`src/rtl/processing_array_evq_if.sv`:
```
// Event stream handshake between the processing array and its consumer.
// Transfer happens on a clock edge where evt_valid && evt_ready; head fields hold while stalled.
interface processing_array_evq_if #(
  parameter int CH_W = 2,
  parameter int TS_W = 16
);
  logic            evt_valid;
  logic            evt_ready;
  logic [CH_W-1:0] evt_chan;
  logic [1:0]      evt_code;
  logic [TS_W-1:0] evt_time;

  modport master (output evt_valid, evt_chan, evt_code, evt_time, input evt_ready);
  modport slave  (input evt_valid, evt_chan, evt_code, evt_time, output evt_ready);
endinterface

```
`src/rtl/processing_array_evq.sv`:
```
// Multi-channel spike processing array: per-channel detector units, pending-event capture,
// round-robin arbitration and a timestamped event FIFO with registered head outputs.
module processing_unit (
  input  logic        clk,
  input  logic        rst,
  input  logic [15:0] i_data_in,
  input  logic [15:0] i_threshold_in,
  input  logic [7:0]  i_class_a_thresh_in,
  input  logic [7:0]  i_class_b_thresh_in,
  input  logic [15:0] i_timeout_period_in,
  output logic        o_spike_detection,
  output logic [1:0]  o_event_out
);
  logic [15:0] r_hold;
  logic [7:0]  w_amp;
  logic        w_fire;

  // Amplitude saturates to 8 bits for classification; hold-off suppresses re-triggering.
  assign o_spike_detection = i_data_in > i_threshold_in;
  assign w_amp  = (|i_data_in[15:8]) ? 8'hFF : i_data_in[7:0];
  assign w_fire = o_spike_detection && (r_hold == 16'd0);

  always_comb begin
    o_event_out = 2'b00;
    if (w_fire) begin
      if (w_amp >= i_class_b_thresh_in)      o_event_out = 2'b11;
      else if (w_amp >= i_class_a_thresh_in) o_event_out = 2'b10;
      else                                   o_event_out = 2'b01;
    end
  end

  always_ff @(posedge clk) begin
    if (rst)                  r_hold <= 16'd0;
    else if (w_fire)          r_hold <= i_timeout_period_in;
    else if (r_hold != 16'd0) r_hold <= r_hold - 16'd1;
  end
endmodule

module processing_array_evq #(
  parameter int  NUM_UNITS      = 4,
  parameter int  FIFO_DEPTH     = 8,
  parameter int  TS_W           = 16,
  parameter logic [15:0] DEFAULT_THRESH = 16'd200,
  localparam int CH_W  = (NUM_UNITS > 1) ? $clog2(NUM_UNITS) : 1,
  localparam int LVL_W = $clog2(FIFO_DEPTH + 1)
) (
  input  logic                   clk,
  input  logic                   rst,
  input  logic [NUM_UNITS*16-1:0] i_data_in_wide,
  input  logic [7:0]             i_class_a_thresh_in,
  input  logic [7:0]             i_class_b_thresh_in,
  input  logic [15:0]            i_timeout_period_in,
  input  logic [NUM_UNITS-1:0]   i_chan_enable,
  input  logic                   i_cfg_we,
  input  logic [CH_W-1:0]        i_cfg_addr,
  input  logic [15:0]            i_cfg_data,
  output logic [NUM_UNITS-1:0]   o_spike_detection_array,
  output logic [2*NUM_UNITS-1:0] o_event_out_array,
  processing_array_evq_if.master o_evt,
  output logic [LVL_W-1:0]       o_fifo_level,
  output logic                   o_overflow_sticky,
  input  logic                   i_overflow_clr
);
  localparam int AW    = $clog2(FIFO_DEPTH);
  localparam int ENT_W = CH_W + 2 + TS_W;

  logic [15:0]      r_thresh [NUM_UNITS];
  logic [1:0]       w_event  [NUM_UNITS];
  logic [TS_W-1:0]  r_ts;
  logic [NUM_UNITS-1:0] r_pend;
  logic [1:0]       r_pcode  [NUM_UNITS];
  logic [TS_W-1:0]  r_pts    [NUM_UNITS];
  logic [CH_W-1:0]  r_ptr;
  logic [ENT_W-1:0] r_mem    [FIFO_DEPTH];
  logic [AW-1:0]    r_wr, r_rd;
  logic [LVL_W-1:0] r_level;
  logic [ENT_W-1:0] r_head, w_head_nxt, w_push_ent;
  logic             r_valid, w_valid_nxt, r_ovf;
  logic             w_grant_any, w_full, w_push, w_pop, w_ovf;
  logic [CH_W-1:0]  w_grant, w_idx, w_next_ptr;

  for (genvar g = 0; g < NUM_UNITS; g++) begin : g_unit
    processing_unit u_unit (
      .clk                 (clk),
      .rst                 (rst),
      .i_data_in           (i_data_in_wide[16*g +: 16]),
      .i_threshold_in      (r_thresh[g]),
      .i_class_a_thresh_in (i_class_a_thresh_in),
      .i_class_b_thresh_in (i_class_b_thresh_in),
      .i_timeout_period_in (i_timeout_period_in),
      .o_spike_detection   (o_spike_detection_array[g]),
      .o_event_out         (w_event[g])
    );
    assign o_event_out_array[2*g +: 2] = w_event[g];
  end

  // First pending channel at or after the round-robin pointer wins.
  always_comb begin
    w_grant_any = 1'b0;
    w_grant     = '0;
    w_idx       = '0;
    for (int k = 0; k < NUM_UNITS; k++) begin
      w_idx = CH_W'((int'(r_ptr) + k) % NUM_UNITS);
      if (!w_grant_any && r_pend[w_idx]) begin
        w_grant_any = 1'b1;
        w_grant     = w_idx;
      end
    end
  end

  assign w_full     = (r_level == LVL_W'(FIFO_DEPTH));
  assign w_push     = w_grant_any && !w_full;
  assign w_pop      = r_valid && o_evt.evt_ready;
  assign w_push_ent = {w_grant, r_pcode[w_grant], r_pts[w_grant]};
  assign w_next_ptr = (w_grant == CH_W'(NUM_UNITS - 1)) ? '0 : w_grant + CH_W'(1);

  always_comb begin
    w_ovf = 1'b0;
    for (int j = 0; j < NUM_UNITS; j++)
      if (i_chan_enable[j] && w_event[j] != 2'b00 && r_pend[j] && !(w_push && w_grant == CH_W'(j)))
        w_ovf = 1'b1;
  end

  // Head register always mirrors the oldest stored entry; cleared when the FIFO empties.
  always_comb begin
    w_head_nxt  = r_head;
    w_valid_nxt = r_valid;
    if (w_pop) begin
      if (r_level >= LVL_W'(2)) begin
        w_head_nxt  = r_mem[r_rd + AW'(1)];
        w_valid_nxt = 1'b1;
      end else if (w_push) begin
        w_head_nxt  = w_push_ent;
        w_valid_nxt = 1'b1;
      end else begin
        w_head_nxt  = '0;
        w_valid_nxt = 1'b0;
      end
    end else if (r_level == '0 && w_push) begin
      w_head_nxt  = w_push_ent;
      w_valid_nxt = 1'b1;
    end
  end

  always_ff @(posedge clk) begin
    if (w_push) r_mem[r_wr] <= w_push_ent;
  end

  always_ff @(posedge clk) begin
    if (rst) begin
      for (int j = 0; j < NUM_UNITS; j++) begin
        r_thresh[j] <= DEFAULT_THRESH;
        r_pcode[j]  <= 2'b00;
        r_pts[j]    <= '0;
      end
      r_ts    <= '0;
      r_pend  <= '0;
      r_ptr   <= '0;
      r_wr    <= '0;
      r_rd    <= '0;
      r_level <= '0;
      r_head  <= '0;
      r_valid <= 1'b0;
      r_ovf   <= 1'b0;
    end else begin
      r_ts <= r_ts + TS_W'(1);
      for (int j = 0; j < NUM_UNITS; j++) begin
        if (i_cfg_we && i_cfg_addr == CH_W'(j)) r_thresh[j] <= i_cfg_data;
        if (!i_chan_enable[j]) begin
          r_pend[j] <= 1'b0;
        end else if (w_event[j] != 2'b00) begin
          r_pend[j]  <= 1'b1;
          r_pcode[j] <= w_event[j];
          r_pts[j]   <= r_ts;
        end else if (w_push && w_grant == CH_W'(j)) begin
          r_pend[j] <= 1'b0;
        end
      end
      if (w_push) begin
        r_ptr <= w_next_ptr;
        r_wr  <= r_wr + AW'(1);
      end
      if (w_pop) r_rd <= r_rd + AW'(1);
      if (w_push && !w_pop)      r_level <= r_level + LVL_W'(1);
      else if (!w_push && w_pop) r_level <= r_level - LVL_W'(1);
      r_head  <= w_head_nxt;
      r_valid <= w_valid_nxt;
      if (w_ovf)               r_ovf <= 1'b1;
      else if (i_overflow_clr) r_ovf <= 1'b0;
    end
  end

  assign o_evt.evt_valid = r_valid;
  assign o_evt.evt_chan  = r_head[ENT_W-1 -: CH_W];
  assign o_evt.evt_code  = r_head[TS_W +: 2];
  assign o_evt.evt_time  = r_head[TS_W-1:0];
  assign o_fifo_level      = r_level;
  assign o_overflow_sticky = r_ovf;
endmodule

```
`src/flat_wrapper.sv`:
```
// flat-port wrapper written by rule: the top's interface ports become plain ports
module processing_array_evq_flat 
#(
  parameter int  NUM_UNITS      = 4,
  parameter int  FIFO_DEPTH     = 8,
  parameter int  TS_W           = 16,
  parameter logic [15:0] DEFAULT_THRESH = 16'd200,
  localparam int CH_W  = (NUM_UNITS > 1) ? $clog2(NUM_UNITS) : 1,
  localparam int LVL_W = $clog2(FIFO_DEPTH + 1)
)
  (clk, rst, i_data_in_wide, i_class_a_thresh_in, i_class_b_thresh_in, i_timeout_period_in, i_chan_enable, i_cfg_we, i_cfg_addr, i_cfg_data, o_spike_detection_array, o_event_out_array, o_fifo_level, o_overflow_sticky, i_overflow_clr, o_evt_evt_valid, o_evt_evt_chan, o_evt_evt_code, o_evt_evt_time, o_evt_evt_ready);
  processing_array_evq_if #(.CH_W((2)), .TS_W(TS_W)) o_evt_i ();
  input  logic clk;
  input  logic rst;
  input  logic [NUM_UNITS*16-1:0] i_data_in_wide;
  input  logic [7:0] i_class_a_thresh_in;
  input  logic [7:0] i_class_b_thresh_in;
  input  logic [15:0] i_timeout_period_in;
  input  logic [NUM_UNITS-1:0] i_chan_enable;
  input  logic i_cfg_we;
  input  logic [CH_W-1:0] i_cfg_addr;
  input  logic [15:0] i_cfg_data;
  output logic [NUM_UNITS-1:0] o_spike_detection_array;
  output logic [2*NUM_UNITS-1:0] o_event_out_array;
  output logic [LVL_W-1:0] o_fifo_level;
  output logic o_overflow_sticky;
  input  logic i_overflow_clr;
  output wire logic [$bits(o_evt_i.evt_valid)-1:0] o_evt_evt_valid;
  output wire logic [$bits(o_evt_i.evt_chan)-1:0] o_evt_evt_chan;
  output wire logic [$bits(o_evt_i.evt_code)-1:0] o_evt_evt_code;
  output wire logic [$bits(o_evt_i.evt_time)-1:0] o_evt_evt_time;
  input wire logic [$bits(o_evt_i.evt_ready)-1:0] o_evt_evt_ready;
  assign o_evt_evt_valid = o_evt_i.evt_valid;
  assign o_evt_evt_chan = o_evt_i.evt_chan;
  assign o_evt_evt_code = o_evt_i.evt_code;
  assign o_evt_evt_time = o_evt_i.evt_time;
  assign o_evt_i.evt_ready = o_evt_evt_ready;
  processing_array_evq #(.NUM_UNITS(NUM_UNITS), .FIFO_DEPTH(FIFO_DEPTH), .TS_W(TS_W), .DEFAULT_THRESH(DEFAULT_THRESH)) u_core (.clk(clk), .rst(rst), .i_data_in_wide(i_data_in_wide), .i_class_a_thresh_in(i_class_a_thresh_in), .i_class_b_thresh_in(i_class_b_thresh_in), .i_timeout_period_in(i_timeout_period_in), .i_chan_enable(i_chan_enable), .i_cfg_we(i_cfg_we), .i_cfg_addr(i_cfg_addr), .i_cfg_data(i_cfg_data), .o_spike_detection_array(o_spike_detection_array), .o_event_out_array(o_event_out_array), .o_evt(o_evt_i), .o_fifo_level(o_fifo_level), .o_overflow_sticky(o_overflow_sticky), .i_overflow_clr(i_overflow_clr));
endmodule
```
`config.mk`:
```
export PLATFORM = sky130hd
export DESIGN_NAME = processing_array_evq_flat
export DESIGN_NICKNAME = d
export VERILOG_FILES = /design/src/rtl/processing_array_evq_if.sv /design/src/rtl/processing_array_evq.sv /design/src/flat_wrapper.sv
export SDC_FILE = /design/constraint.sdc
export NUM_CORES = 1
export LEC_CHECK = 0
export ABC_CLOCK_PERIOD_IN_PS = 7000
export BUFFER_PORTS_ARGS = -buffer_cell sky130_fd_sc_hd__buf_2
export CELL_PAD_IN_SITES_DETAIL_PLACEMENT = 1
export CELL_PAD_IN_SITES_GLOBAL_PLACEMENT = 1
export CORE_MARGIN = 2
export CORE_UTILIZATION = 53
export DETAILED_ROUTE_END_ITERATION = 8
export PLACE_DENSITY_LB_ADDON = 0.1
export SETUP_SLACK_MARGIN = 0.15
export SYNTH_ARGS = -nofsm -noshare
export SYNTH_HDL_FRONTEND = slang
export SYNTH_SLANG_ARGS = --single-unit
```
`constraint.sdc`:
```
create_clock -name clk -period 7 [get_ports clk]
set_input_delay 0.7 -clock clk [delete_from_list [all_inputs] [get_ports clk]]
set_output_delay 0.7 -clock clk [all_outputs]
set_load 0.005 [all_outputs]
```
==> results.yml <==
floorplanning:
  initial_core_util: 0.5371
  die_y_um: 201.9
  rows: 72
  core_region_area_sq_um: 38650
  die-area_sq_um: 40760
  die_w_um: 201.9
  io_pins: 161
worst_setup_path:
  crit_arrival_ns: 3.67
  worstSetupPathType: "register to output pin"
  crit_path_end_kind: "output pin"
  cp-start-kind: "register"
  crit_fanout: 16
  worstPathRequired_ns: 6.30
power:
  powerDensity_nw_per_um2: 313.5
  vdd_drop_max_mv: 0.1952
  p_leak_nw: 9.332
  total_power_mw: 7.412
yosys:
  syn-cell-area_sq_um: 20760
  synth_edf_count: 296
  synthDominantCellAreaShare: 0.4282
  synth_cell_types: 68
  synth_area_leaders: "edfxtp_1 (43%), dfxtp_1 (11%), ha_1 (8.6%)"
  ys_warn_count: 0
  synthFlopType: "edfxtp_1"
  ys_seq_elements: 414
  syn_avg_cell_area_sq_um: 11.69
  synth_nets: 2041
  synth_cells: 1775
  yosysMostFrequentCell: "edfxtp_1"
  yosys.area.top_type: "edfxtp_1"
  ys_seq_area_frac: 0.5420
  yosys-top-cells-count: "edfxtp_1 (296), nand2_1 (152), ha_1 (142)"
  async_flop_share: 0
cts:
  cts_hold_buffers: 0
  post_cts.repair.setup_buffers: 0
  cts_root_buffer: "clkbuf_16"
  clock-sinks: 414
  clk_latency_ns: 0.59
  clk_pin_slew_ns: 0.06
  clock_path_buffers: 3
  cts_resized: 0
  htree_levels: 2
  cts_tree: "done"
  cts_buffers: 45
timing:
  finalSetupViolCount: 0
  min_period_ns: 4.371
  tns_ns: 0
  hold_viol: 0
  worst_slew_pin_slew_ns: 1.078
  fmax_mhz: 228.8
  skew_ns: 0.02171
  slew_viol_final: 0
  period_share: 0.6245
  rsz0062_at_grt: "no"
  relSlewSlack: 0.2811
route:
  ant_nets: 0
  post_drt_wl_per_cell_um: 23.46
  num_vias: 14750
  drt_iter0_drc: 769
  viasPerCell: 5.903
  drt_first_pass_iters: 5
  drt-total-wl_mm: 58.61
  drcViolationCount: 0
cells_and_area:
  nNetsFinal: 2204
  design_area_sq_um: 23650
  layout-area-overhead-vs-synth_pct: 13.92
  drive_above_1_share: 0.1808
global_route:
  grt_util_met2: 0.5269
  grt_usage: 0.2912
  grt_max_degree: 58
  antenna_found_initial: 7
  met1_usage: 0.3406
  grt_overflow: 0
  grt_pass1_vias: 15880
  grt.met3_usage: 0.06562
  gr-max-usage-layer: "met2"
  grt_pass1_wl_mm: 91.12
place:
  placed_area_sq_um: 22160
  post-dp-hpwl_mm: 40.08
  place.gp.congestion: 0.8476
  io_buffers: 160
flow_run:
  drv_cap: 0
hold_path:
  holdCritPathClass: "input port to register"
run_status:
  status: "complete, no violations"
cells by family (layout without fill, tap and decap cells):
family                     count (synthesis)  count (layout)  share of synthesized area
AOI/OAI and AO/OA                        254             254                    0.08234
adders and majority gates                143             143                    0.08656
xor gates and xnor gates                  55              55                    0.02321
other                                      0               5                          0
and+or+nand+nor                          625             625                     0.1586
buffers and inverters                    185             385                    0.03538
DFF                                      414             414                     0.5420
muxes                                     99              99                    0.07185
critical path: stages (launching register included):
cell and delay [ns]:
edfxtp_1 0.33, inv_1 0.05, ha_1 0.32, nand4_1 0.19, nor4_1 0.53, a21boi_0 0.28, o31a_1 0.66, nand2_1 0.36
nor2_1 0.23, buf_2 0.14
where the power goes:
group | leakage [nW] | internal, mW | switching (mW)
sequential | 3.79 | 2.96 | 0.213
combinational | 4.82 | 0.704 | 1.13
clock | 0.720 | 1.38 | 1.02
total | 9.33 | 5.05 | 2.37
registers in the layout, indices dropped and copies added (netlist names):
name and cells:
u_core.r_mem 160, u_core.r_pts 64, u_core.r_rd 3, u_core.o_overflow_sticky 1
u_core.o_evt.evt_valid 1, u_core.r_head 20, u_core.g_unit.u_unit.r_hold 64, u_core.r_ts 16
u_core.r_thresh 64, u_core.r_pend 4, u_core.r_wr 3, u_core.r_pcode 8
u_core.o_fifo_level 4, u_core.r_ptr 2
stage by stage:
stage,utilization,instances,setup WS (ns),hold WS [ns]
final,0.6119,2498,2.629,0.3866
after floorplan,-,1775,3.059,0.4400
after CTS,0.6114,2493,2.570,0.3640
after global placement,0.5734,2409,2.725,0.4376
after detailed placement,0.5734,2409,2.715,0.4668
after global routing,0.6115,2493,2.431,0.3934
placed cells by master (no fill, tap or decap), drive strengths merged, types with 10 or more instances in the layout:
master,n
a211oi,17
a21o,27
a21oi,87
and2,93
and3,37
buf,185
clkbuf,57
clkinv,16
dfxtp,118
edfxtp,296
ha,142
inv,120
mux2i,59
mux4,40
nand2,153
nand2b,26
nand3,27
nand4,18
nor2,104
nor2b,19
nor3,55
nor4,25
o21ai,20
o221ai,21
o31ai,10
or2,29
or3,16
xnor2,29
xor2,26
metal layers:
layer,wire (um),part of all wire
met1,23050,0.39
met2,30260,0.52
met3,3352,0.057
met4,1910,0.033
met5,37,0.00063
final cells by class:
cell class | instances | area (sq um)
Antenna cell | 5 | 12.51
Clock buffer | 57 | 1202
Clock inverter | 27 | 265.3
Fill cell | 3967 | 15000
Inverter | 116 | 435.4
Multi-Input combinational cell | 1176 | 8840
Sequential cell | 414 | 11250
Tap cell | 518 | 648.1
Timing Repair Buffer | 185 | 991.0
path summary, 6_finish.rpt:
path / start / endpoint / slack (ns) / cells after the start
hold / removal: i_timeout_period_in[9] / u_core.g_unit[2].u_unit.r_hold[9]$_SDFFE_PP0P_ / 0.39 / 3
setup / recovery: u_core.r_thresh[0][14]$_SDFFCE_PN0P_ / o_event_out_array[0] / 2.63 / 9
setup reg to reg: u_core.r_thresh[0][14]$_SDFFCE_PN0P_ / u_core.r_pts[0][6]$_SDFFCE_PN0P_ / 3.17 / 9
hold reg to reg: u_core.r_rd[1]$_SDFFE_PP0P_ / u_core.r_rd[1]$_SDFFE_PP0P_ / 0.47 / 2
Note: power is estimated with default switching activity, not from simulation.
